==> src/rtl/fmap_stream_src.sv <==
// Stores an IMG_Width x IMG_Height feature map and streams it row-major with row/col tags.
// First Valid_OUT comes two edges after Start; Hold pauses emission without skipping or repeating pixels.
module fmap_stream_src #(
   parameter  int IMG_Width  = 3,
   parameter  int IMG_Height = 3,
   parameter  int Datawidth  = 16,
   localparam int N          = IMG_Width * IMG_Height,
   localparam int AW         = (N > 1) ? $clog2(N) : 1
) (
   input  logic                 CLK,
   input  logic                 CLR,
   input  logic                 WR_EN,
   input  logic [AW-1:0]        WR_ADDR,
   input  logic [Datawidth-1:0] WR_DATA,
   input  logic                 Start,
   input  logic                 Hold,
   output logic [Datawidth-1:0] Out,
   output logic                 Valid_OUT,
   output logic [Datawidth-1:0] Hang,
   output logic [Datawidth-1:0] Cot,
   output logic                 Last,
   output logic                 Busy,
   output logic                 Done
);
   localparam int RW = (IMG_Height > 1) ? $clog2(IMG_Height) : 1;
   localparam int CW = (IMG_Width > 1) ? $clog2(IMG_Width) : 1;
   localparam logic [RW-1:0] ROW_MAX = RW'(IMG_Height - 1);
   localparam logic [CW-1:0] COL_MAX = CW'(IMG_Width - 1);
   localparam logic [AW:0]   N_L     = (AW+1)'(N);

   typedef enum logic [1:0] {IDLE, STREAM, FIN} state_t;

   state_t               state_q;
   logic [Datawidth-1:0] mem_q [N];
   logic [RW-1:0]        row_q;
   logic [CW-1:0]        col_q;
   logic [Datawidth-1:0] out_q;
   logic [Datawidth-1:0] hang_q;
   logic [Datawidth-1:0] cot_q;
   logic                 vld_q;
   logic                 last_q;
   logic                 busy_q;
   logic                 done_q;

   logic [AW-1:0]        rd_idx;
   logic [Datawidth-1:0] pixel_d;
   logic                 at_end;
   logic                 wr_ok;

   assign rd_idx  = AW'(32'(row_q) * IMG_Width + 32'(col_q));
   assign pixel_d = mem_q[rd_idx];
   assign at_end  = (row_q == ROW_MAX) && (col_q == COL_MAX);
   // Storage is only writable while idle so a running stream always sees a frozen map.
   assign wr_ok   = !CLR && WR_EN && (state_q == IDLE) && ({1'b0, WR_ADDR} < N_L);

   always_ff @(posedge CLK) begin
      if (wr_ok) begin
         mem_q[WR_ADDR] <= WR_DATA;
      end
   end

   always_ff @(posedge CLK) begin
      if (CLR) begin
         state_q <= IDLE;
         row_q   <= '0;
         col_q   <= '0;
         out_q   <= '0;
         hang_q  <= '0;
         cot_q   <= '0;
         vld_q   <= 1'b0;
         last_q  <= 1'b0;
         busy_q  <= 1'b0;
         done_q  <= 1'b0;
      end else begin
         case (state_q)
            IDLE: begin
               vld_q  <= 1'b0;
               last_q <= 1'b0;
               done_q <= 1'b0;
               if (Start) begin
                  state_q <= STREAM;
                  row_q   <= '0;
                  col_q   <= '0;
                  busy_q  <= 1'b1;
               end
            end
            STREAM: begin
               if (Hold) begin
                  vld_q  <= 1'b0;
                  last_q <= 1'b0;
               end else begin
                  out_q  <= pixel_d;
                  hang_q <= Datawidth'(row_q);
                  cot_q  <= Datawidth'(col_q);
                  vld_q  <= 1'b1;
                  if (at_end) begin
                     last_q  <= 1'b1;
                     busy_q  <= 1'b0;
                     state_q <= FIN;
                  end else begin
                     last_q <= 1'b0;
                     if (col_q == COL_MAX) begin
                        col_q <= '0;
                        row_q <= row_q + RW'(1);
                     end else begin
                        col_q <= col_q + CW'(1);
                     end
                  end
               end
            end
            FIN: begin
               vld_q   <= 1'b0;
               last_q  <= 1'b0;
               busy_q  <= 1'b0;
               done_q  <= 1'b1;
               row_q   <= '0;
               col_q   <= '0;
               state_q <= IDLE;
            end
            default: begin
               state_q <= IDLE;
            end
         endcase
      end
   end

   assign Out       = out_q;
   assign Valid_OUT = vld_q;
   assign Hang      = hang_q;
   assign Cot       = cot_q;
   assign Last      = last_q;
   assign Busy      = busy_q;
   assign Done      = done_q;
endmodule
==> config.mk <==
export PLATFORM = sky130hd
export DESIGN_NAME = fmap_stream_src
export DESIGN_NICKNAME = d
export VERILOG_FILES = /design/src/rtl/fmap_stream_src.sv
export SDC_FILE = /design/constraint.sdc
export NUM_CORES = 1
export LEC_CHECK = 0
export BUFFER_PORTS_ARGS = -buffer_cell sky130_fd_sc_hd__clkbuf_2
export CAP_MARGIN = 20
export CELL_PAD_IN_SITES_DETAIL_PLACEMENT = 0
export CELL_PAD_IN_SITES_GLOBAL_PLACEMENT = 1
export CORE_ASPECT_RATIO = 1.25
export CORE_MARGIN = 4
export CORE_UTILIZATION = 49
export DETAILED_ROUTE_END_ITERATION = 8
export GPL_ROUTABILITY_DRIVEN = 0
export PLACE_DENSITY = 0.88
export SETUP_SLACK_MARGIN = 0.4
export SLEW_MARGIN = 20
export SYNTH_ARGS = -nofsm -noshare
export SYNTH_HDL_FRONTEND = slang
export SYNTH_SLANG_ARGS = --single-unit
==> constraint.sdc <==
create_clock -name CLK -period 3.85 [get_ports CLK]
set_input_delay 0.1925 -clock CLK [delete_from_list [all_inputs] [get_ports CLK]]
set_output_delay 0.1925 -clock CLK [all_outputs]
set_load 0.02 [all_outputs]
==> results.sh, run 1 <==
export IMPL_status="completed"
export IMPL_tns_ps=0
export IMPL_viasPerCell=5.45
export IMPL_drv_cap=0
export IMPL_grt_pass1_wl_um=19900
export IMPL_ios=77
export IMPL_netlist_area_um2=6870
export IMPL_hold_viol=0
export IMPL_area_growth_pct=14.0
export IMPL_cellLeakagePower_nw=2.76
export IMPL_core_um2=13800
export IMPL_die_area_um2=16000
export IMPL_layout_min_cycle_time_ps=3020
export IMPL_die_w_um=114
export IMPL_worst_pin_slew_ps=1090
export IMPL_routedWlPerCell_um=20.3
export IMPL_htree_num_levels=4
export IMPL_finalInstanceArea_um2=7830
export IMPL_nets=488
export IMPL_grt_remaining_overflow=0
export IMPL_avgSynthCellArea_um2=17.5
export IMPL_synthArstFlopShare_pct=0
export IMPL_cp_start_kind="register"
export IMPL_clk_path_buf_depth=2
export IMPL_relSlewSlack_pct=27.4
export IMPL_powerDensity_nw_per_um2=516
export IMPL_met1_usage_pct=20.1
export IMPL_critPathMaxFanout=32
export IMPL_wl_um=13000
export IMPL_grt_busiest_layer="met2"
export IMPL_cts_tree="built"
export IMPL_placedCellCount=609
export IMPL_drtIter0Drc=252
export IMPL_period_share_pct=78.5
export IMPL_layout_commonest_cell="edfxtp_1"
export IMPL_num_rows=48
export IMPL_grt_pass1_vias=3535
export IMPL_post_route_cells_drive_above_1_share_pct=28.8
export IMPL_yosys_warnings=0
export IMPL_cts_clk_slew_worst_paths_ps=60
export IMPL_synth_seq_cells=174
export IMPL_num_vias=3488
export IMPL_root_buffer="clkbuf_16"
export IMPL_use_met2_pct=29.9
export IMPL_drcViolationCount=0
export IMPL_insertedDiodeCount=0
export IMPL_hp_class="in -> reg"
export IMPL_initial_utilization_pct=50.0
export IMPL_fmax_mhz=331
export IMPL_place_area_um2=7250
export IMPL_port_buffers=48
export IMPL_cts_hold_fix_buffers=0
export IMPL_crit_required_ps=4140
export IMPL_place_hpwl_um=7740
export IMPL_crit_type="reg -> reg"
export IMPL_synth_top_area_cell="edfxtp_1"
export IMPL_cts_buffers=17
export IMPL_rsz0062_at_grt="false"
export IMPL_fp_dieH_um=140
export IMPL_ys_flop_type="edfxtp_1"
export IMPL_end_kind="register"
export IMPL_ys_seq_area_share_pct=71.7
export IMPL_antenna_found_initial=0
export IMPL_synth_edf_count=144
export IMPL_instances_no_fill=640
export IMPL_yosys_top_cells_area="edfxtp_1 63%, mux4_2 10%, dfxtp_1 8.7%"
export IMPL_clock_sinks=174
export IMPL_grt_max_degree=33
export IMPL_dr_pass1_iters=5
export IMPL_yosysUniqueCellTypes=40
export IMPL_final_cell_mix="144 x edfxtp_1, 48 x clkbuf_2, 34 x nand2_1"
export IMPL_fin_skew_ps=11.2
export IMPL_track_usage_pct=16.8
export IMPL_syn_inst=392
export IMPL_clk_latency_ps=420
export IMPL_slew_violations=0
export IMPL_synth_top_area_share_pct=62.9
export IMPL_ant_nets=0
export IMPL_use_met3_pct=3.85
export IMPL_peakVddDrop_mv=0.321
export IMPL_cts_repair_resized=0
export IMPL_finalSetupViolations=0
export IMPL_total_power_mw=4.04
export IMPL_cts_setup_buffers=0
export IMPL_critPathArrivalTime_ps=3310
state kept, by name (all words and copies together), names as in the netlist:
name       cells
state_q        2
mem_q        144
Last           1
Cot            2
Out           16
Hang           2
Done           1
Valid_OUT      1
Busy           1
row_q          2
col_q          2
kinds of logic after synthesis:
| kind of cell | after synthesis | share of synthesized area (%) |
|---|---|---|
| flip-flops | 174 | 71.7 |
| multiplexers | 34 | 10.8 |
| buffers and inverters | 54 | 5.34 |
| adder cells (fa/ha/maj) | 10 | 2.04 |
| other | 1 | 0.0546 |
| AO/OA/AOI/OAI | 33 | 3.82 |
| AND/OR/NAND/NOR | 86 | 6.30 |
through the flow:
step	setup slack, ps	utilization, %	hold WS, ps
final	829	56.9	57.5
after global routing	604	56.9	66.2
after CTS	793	56.9	42.2
after detailed placement	829	52.7	452
after global placement	894	52.7	444
after floorplan	1010	-	291
synthesized netlist by cell type (3+ instances only):
library cell / number
nor2_1: 19
edfxtp_1: 144
ha_1: 8
a222oi_1: 16
buf_6: 7
nand2_1: 34
clkbuf_1: 5
nand3b_1: 3
nand2b_1: 4
inv_1: 9
nor3_1: 8
buf_4: 29
mux4_2: 32
a21oi_1: 10
dfxtp_1: 30
worst max-delay path: stages (launching register included):
cell      delay (ps)
dfxtp_1          410
inv_1            100
fa_1             430
inv_1             70
ha_1             130
inv_1             50
fa_1             470
buf_4            410
mux4_2           380
a222oi_1         310
nand2_1          120
power breakdown:
| group | leakage [nW] | internal [mW] | total, mW | switching (mW) |
|---|---|---|---|---|
| Clock | 0.271 | 0.958 | 1.65 | 0.690 |
| Combinational | 0.950 | 0.119 | 0.306 | 0.187 |
| Sequential | 1.54 | 2.07 | 2.09 | 0.0188 |
| Total | 2.76 | 3.15 | 4.04 | 0.896 |
area by class of cell:
cell class	instances	area, µm²
tap	175	219
timing repair buffer	60	330
inverter	9	33.8
fill	1039	5920
sequential	174	4920
multi-input combinational	191	1750
clock inverter	12	136
clock buffer	19	433
path summary, 6_finish.rpt:
check                           cells past startpoint         from  slack [ps]            to
worst max-delay path                               10     col_q[1]         830       Out[11]
worst min-delay path                                1  WR_DATA[15]          60  mem_q[8][15]
worst max register to register                     10     col_q[1]         830       Out[11]
worst min register to register                      2  mem_q[8][9]         470        Out[9]
per-layer routing:
layer	vias up	part of all wire, %
li1	1613	-
met1	1756	39
met2	104	54
met3	15	5.6
met4	0	1.5
met5	-	0
Power figures use the tool's default switching activity.
==> run 2, diff against run 1 <==
clock period = 2.9 ns   (was 3.85 ns; I/O delays follow)
==> run 2 against run 1 <==
Final area increased by 3.2%. Via count increased by 7.4%. Sequential power increased by 33%. Clock skew decreased by 3.6 ps. Utilization increased by 1.8 points. Sequential cell count unchanged. Setup slack got worse by 770 ps. Highest routed layer unchanged. Combinational power increased by 39%. Largest power group unchanged. First-iteration DRC count increased by 53%. Critical path depth increased by 1. Count of clock-buffer cells in the layout decreased by 2. Hold slack got worse by 31 ps.
==> results.sh, run 2 (synthesis results as in run 1) <==
export IMPL_status="completed"
export IMPL_worstPathCellList="inv_2, fa_1, inv_1, ha_2, inv_2, fa_2, buf_6, buf_16, mux4_2, a222oi_1, nand2_1"
export IMPL_track_usage_pct=18.3
export IMPL_clock_sinks=174
export IMPL_crit_type="reg -> reg"
export IMPL_ios=77
export IMPL_drtIter0Drc=386
export IMPL_place_hpwl_um=8380
export IMPL_htree_num_levels=4
export IMPL_cp_start_kind="register"
export IMPL_grt_pass1_wl_um=21800
export IMPL_slowest_stage="fa_2"
export IMPL_end_kind="register"
export IMPL_hold_viol=0
export IMPL_cts_tree="built"
export IMPL_area_growth_pct=17.6
export IMPL_rsz0062_at_grt="true"
export IMPL_initial_utilization_pct=50.0
export IMPL_wl_um=14000
export IMPL_powerDensity_nw_per_um2=664
export IMPL_num_rows=48
export IMPL_slew_violations=0
export IMPL_routedWlPerCell_um=21.2
export IMPL_place_area_um2=7330
export IMPL_num_vias=3747
export IMPL_finalInstanceArea_um2=8080
export IMPL_fmax_mhz=351
export IMPL_layout_min_cycle_time_ps=2850
export IMPL_cts_clk_slew_worst_paths_ps=60
export IMPL_clk_path_buf_depth=2
export IMPL_final_cell_mix="144 x edfxtp_1, 48 x clkbuf_2, 32 x mux4_2"
export IMPL_layout_commonest_cell="edfxtp_1"
export IMPL_viasPerCell=5.64
export IMPL_top_register="mem_q"
export IMPL_antenna_found_initial=0
export IMPL_crit_required_ps=3190
export IMPL_port_buffers=48
export IMPL_finalSetupViolations=0
export IMPL_fp_dieH_um=140
export IMPL_drv_cap=0
export IMPL_insertedDiodeCount=0
export IMPL_crit_top_cell="inv_2"
export IMPL_hold_worst_slack_ps=26.0
export IMPL_dr_pass1_iters=5
export IMPL_cellLeakagePower_nw=2.89
export IMPL_peakVddDrop_mv=0.492
export IMPL_ant_nets=0
export IMPL_die_area_um2=16000
export IMPL_cpPeakStageDelay_ps=620
export IMPL_core_um2=13800
export IMPL_cts_buffers=17
export IMPL_root_buffer="clkbuf_16"
export IMPL_period_share_pct=98.1
export IMPL_worst_pin_slew_ps=881
export IMPL_post_route_cells_drive_above_1_share_pct=34.6
export IMPL_largest_register_ff_count=144
export IMPL_die_w_um=114
export IMPL_cts_hold_fix_buffers=0
export IMPL_critPathMaxFanout=7
export IMPL_nets=511
export IMPL_grt_max_degree=21
export IMPL_grt_pass1_vias=3793
export IMPL_grt_remaining_overflow=0
export IMPL_fin_skew_ps=7.57
export IMPL_drcViolationCount=0
export IMPL_hp_class="in -> reg"
export IMPL_fillers=996
export IMPL_relSlewSlack_pct=40.4
export IMPL_critPathArrivalTime_ps=3130
export IMPL_clk_latency_ps=420
-- run 2: cell types whose count changed in the layout (fill, tap and decap cells not counted), sizes merged --
cell	delta
buf	+23
clkinv	+6
inv	-2
clkinvlp	-1
clkbuf	-2
-- run 2: worst max-delay path: cells and delay by family (launching register included) --
kind,cells,cell delay [ps]
muxes,1,300
adders and majority gates,3,1240
buffers and inverters,5,410
and+or+nand+nor,1,90
DFF,1,340
AOI/OAI and AO/OA,1,330
-- run 2: cell type report --
class                   count  area, µm²  share of cell area, %
repair buffers             83        572                   7.07
multi-input cells         191       1760                   21.7
flip-flops and latches    174       4930                   61.0
clock inverters            15        146                   1.81
inverters                   9       36.3                  0.449
well taps                 175        219                   2.71
clock buffers              17        425                   5.26
-- run 2: where the power goes --
group	leakage [nW]	internal [mW]	switching (mW)	total, mW
clock	0.278	1.26	0.909	2.17
sequential	1.54	2.75	0.0264	2.77
combinational	1.08	0.168	0.258	0.426
-- run 2: through the flow --
step           cells  setup TNS [ps]  setup WS, ps  total power, mW  utilization [%]
2_1_floorplan    419               0           292             3.16                -
3_3_place_gp     615               0           173             3.24             53.3
3_5_place_dp     615               0          44.6             3.25             53.3
4_1_cts          662               0           103             5.41             58.6
5_1_grt          664           -67.3         -67.3             5.59             58.8
6_report         664               0          54.6             5.37             58.8
-- run 2: timing repair --
item | in CTS | in global routing
cloned | 1 | 0
buffers inserted | 14 | 2
gates resized for setup | 9 | 3
setup endpoints to repair | 16 | 16
pin swaps | 10 | 4
-- run 2: routing by layer --
layer | vias to the layer above | global-route usage (%) | wire (µm)
li1 | 1650 | - | -
met1 | 1907 | 23.1 | 5360
met2 | 176 | 31.6 | 7510
met3 | 14 | 4.45 | 1020
met4 | 0 | 5.07 | 163
met5 | - | 0 | 0
-- run 2: final timing paths --
kind	from	to	slack [ps]	cells after the start
setup / recovery	row_q[0]	Out[13]	50	11
hold / removal	WR_DATA[2]	mem_q[4][2]	30	1
setup reg to reg	row_q[0]	Out[13]	50	11
hold reg to reg	mem_q[8][3]	Out[3]	460	2
==> run 3, diff against run 2 <==
ABC_AREA = 1   (was unset)
CORE_MARGIN = unset   (was 4)
CORE_UTILIZATION = 46   (was 49)
PLACE_DENSITY = 0.89   (was 0.88)
==> run 3 against run 2 <==
Sequential cell count is the same. Combinational power grew to 6.4 times the previous value. Global-route usage grew 4.2 points. Largest cell class unchanged.
==> results.sh, run 3 <==
export IMPL_p_sw_mw=2.79
export IMPL_clk_path_buf_depth=2
export IMPL_cts_tree="built"
export IMPL_core_um2=16200
export IMPL_port_buffers=48
export IMPL_fin_skew_ps=10.0
export IMPL_finalSetupViolations=0
export IMPL_cp_start_kind="register"
export IMPL_rsz0062_at_grt="true"
export IMPL_layout_commonest_cell="edfxtp_1"
export IMPL_powerDensity_nw_per_um2=836
export IMPL_instances_no_fill=1041
export IMPL_die_w_um=117
export IMPL_clock_power_share_pct=27.0
export IMPL_hold_viol=0
export IMPL_netlist_area_um2=7610
export IMPL_finalInstanceArea_um2=9270
export IMPL_hp_class="in -> reg"
export IMPL_ant_nets=0
export IMPL_slew_violations=0
export IMPL_p_int_mw=4.96
export IMPL_reg2reg_depth=13
export IMPL_cellLeakagePower_nw=3.95
export IMPL_sw_frac_of_total_pct=36.0
export IMPL_synthArstFlopShare_pct=0
export IMPL_fp_dieH_um=146
export IMPL_crit_required_ps=3260
export IMPL_crit_type="reg -> reg"
export IMPL_place_area_um2=8060
export IMPL_synth_commonest_cells="144 x edfxtp_1, 131 x nand2_1, 119 x inv_1"
export IMPL_top_register="mem_q"
export IMPL_end_kind="register"
export IMPL_grt_max_degree=65
export IMPL_clk_latency_ps=420
export IMPL_grt_pass1_vias=4994
export IMPL_peakVddDrop_mv=0.515
export IMPL_drtIter0Drc=477
export IMPL_num_rows=52
export IMPL_routedWlPerCell_um=17.3
export IMPL_avgSynthCellArea_um2=10.2
export IMPL_grt_remaining_overflow=0
export IMPL_fillers=1323
export IMPL_cts_clk_slew_worst_paths_ps=60
export IMPL_track_usage_pct=22.6
export IMPL_placedCellCount=993
export IMPL_final_cell_mix="144 x edfxtp_1, 129 x nand2_1, 115 x inv_1"
export IMPL_multiInputGateArea_um2=2340
export IMPL_synth_top_area_share_pct=56.8
export IMPL_drcViolationCount=0
export IMPL_syn_inst=743
export IMPL_area_growth_pct=21.7
export IMPL_relSlewSlack_pct=41.1
export IMPL_critPathArrivalTime_ps=2940
export IMPL_seq_power_share_pct=37.6
export IMPL_htree_num_levels=4
export IMPL_root_buffer="clkbuf_16"
export IMPL_place_hpwl_um=9390
export IMPL_ios=77
export IMPL_yosys_warnings=0
export IMPL_drv_cap=0
export IMPL_grt_pass1_wl_um=27800
export IMPL_seqCellArea_um2=4930
export IMPL_post_route_cells_drive_above_1_share_pct=23.6
export IMPL_synth_seq_cells=174
export IMPL_initial_utilization_pct=47.0
export IMPL_die_area_um2=17100
export IMPL_hold_worst_slack_ps=22.2
export IMPL_ys_flop_type="edfxtp_1"
export IMPL_critPathMaxFanout=6
export IMPL_period_share_pct=89.2
export IMPL_total_power_mw=7.75
export IMPL_synth_edf_count=144
export IMPL_yosysUniqueCellTypes=24
export IMPL_r2r_end="Out[6]"
export IMPL_status="completed"
export IMPL_rrSetupSlack_ps=310
export IMPL_crit_end="Out[6]"
export IMPL_p_comb_share_pct=35.4
export IMPL_largest_register_ff_count=144
export IMPL_synth_top_area_cell="edfxtp_1"
export IMPL_crit_path_start="row_q[0]"
export IMPL_viasPerCell=5.06
export IMPL_layout_min_cycle_time_ps=2590
export IMPL_num_vias=5268
export IMPL_wl_um=18100
export IMPL_worst_pin_slew_ps=882
export IMPL_rr_startpoint="row_q[0]"
export IMPL_yosys_top_cells_area="edfxtp_1 57%, dfxtp_1 7.9%, nand3_1 6.6%"
export IMPL_insertedDiodeCount=0
export IMPL_synthMostInstantiatedCell="edfxtp_1"
export IMPL_cts_buffers=17
export IMPL_ys_seq_area_share_pct=64.7
export IMPL_antenna_found_initial=0
export IMPL_fmax_mhz=387
export IMPL_nets=847
export IMPL_clock_sinks=174
export IMPL_dr_pass1_iters=5
-- run 3: cell types whose count changed in the layout (fill, tap and decap cells not counted), sizes merged, moves of 23 or more --
cell	change
inv	+112
a21oi	+35
nand3	+100
nor2	+30
o21ai	+23
mux4	-32
nand2	+97
-- run 3: through the flow --
stage | util, % | TNS [ps] | setup slack, ps
after floorplan | - | -463 | -5.60
after global placement | 49.8 | 0 | 396
after detailed placement | 49.8 | 0 | 320
after CTS | 55.6 | 0 | 343
after global routing | 57.2 | 0 | 203
final | 57.2 | 0 | 314
-- run 3: power groups by stage --
stage	sequential, mW	combinational [mW]	clock [mW]
finish	2.91	2.74	2.09
global route	2.93	3.02	2.21
CTS	2.91	2.47	2.10
detailed placement	2.96	2.21	0
global placement	2.95	2.19	0
floorplan	3.04	1.61	0
-- run 3: cells by family after synthesis --
logic type	Yosys count	share of synthesized area [%]
and+or+nand+nor	308	17.8
buffers and inverters	181	11.1
DFF	174	64.7
AOI/OAI and AO/OA	69	4.54
adders and majority gates	10	1.84
other	1	0.0492
-- run 3: layout make-up --
type	instances	share of cell area (%)
Timing Repair Buffer	82	7.74
Clock buffer	24	5.32
Sequential cell	174	53.2
Clock inverter	8	0.608
Inverter	122	5.00
Multi-Input combinational cell	415	25.2
Tap cell	216	2.92
-- run 3: critical path, cell delays in order, from the launching register on --
cell	delay (ps)
dfxtp_2	350
inv_4	40
fa_1	460
inv_1	70
ha_2	160
inv_2	30
fa_2	580
buf_12	130
buf_12	140
buf_16	140
nand3_1	100
nand3_2	100
nand3_2	90
a21oi_2	130
-- run 3: how the worst min path moves through the flow --
stage / startpoint / to / slack [ps] / cells after the start
after floorplan: CLR / Valid_OUT / 210 / 1
after global placement: CLR / Valid_OUT / 430 / 2
after detailed placement: CLR / Valid_OUT / 420 / 2
after CTS: WR_DATA[11] / mem_q[2][11] / 10 / 1
after global routing: WR_DATA[11] / mem_q[2][11] / 20 / 1
final: WR_DATA[10] / mem_q[6][10] / 20 / 1
-- run 3: layer usage --
| layer | part of all wire, % | global-route usage (%) | vias to the layer above |
|---|---|---|---|
| li1 | - | - | 2528 |
| met1 | 39 | 29.3 | 2454 |
| met5 | 0 | 0 | - |
| met3 | 7.3 | 4.87 | 42 |
| met4 | 3.3 | 10.6 | 0 |
| met2 | 50 | 35.8 | 244 |
-- run 3: timing repair --
item	4_1_cts	5_1_grt
resized for setup	38	53
hold endpoints to repair	6	0
hold buffers	1	0
pin swaps	32	41
cloned	7	0
setup endpoints to repair	16	16
setup buffers	7	1
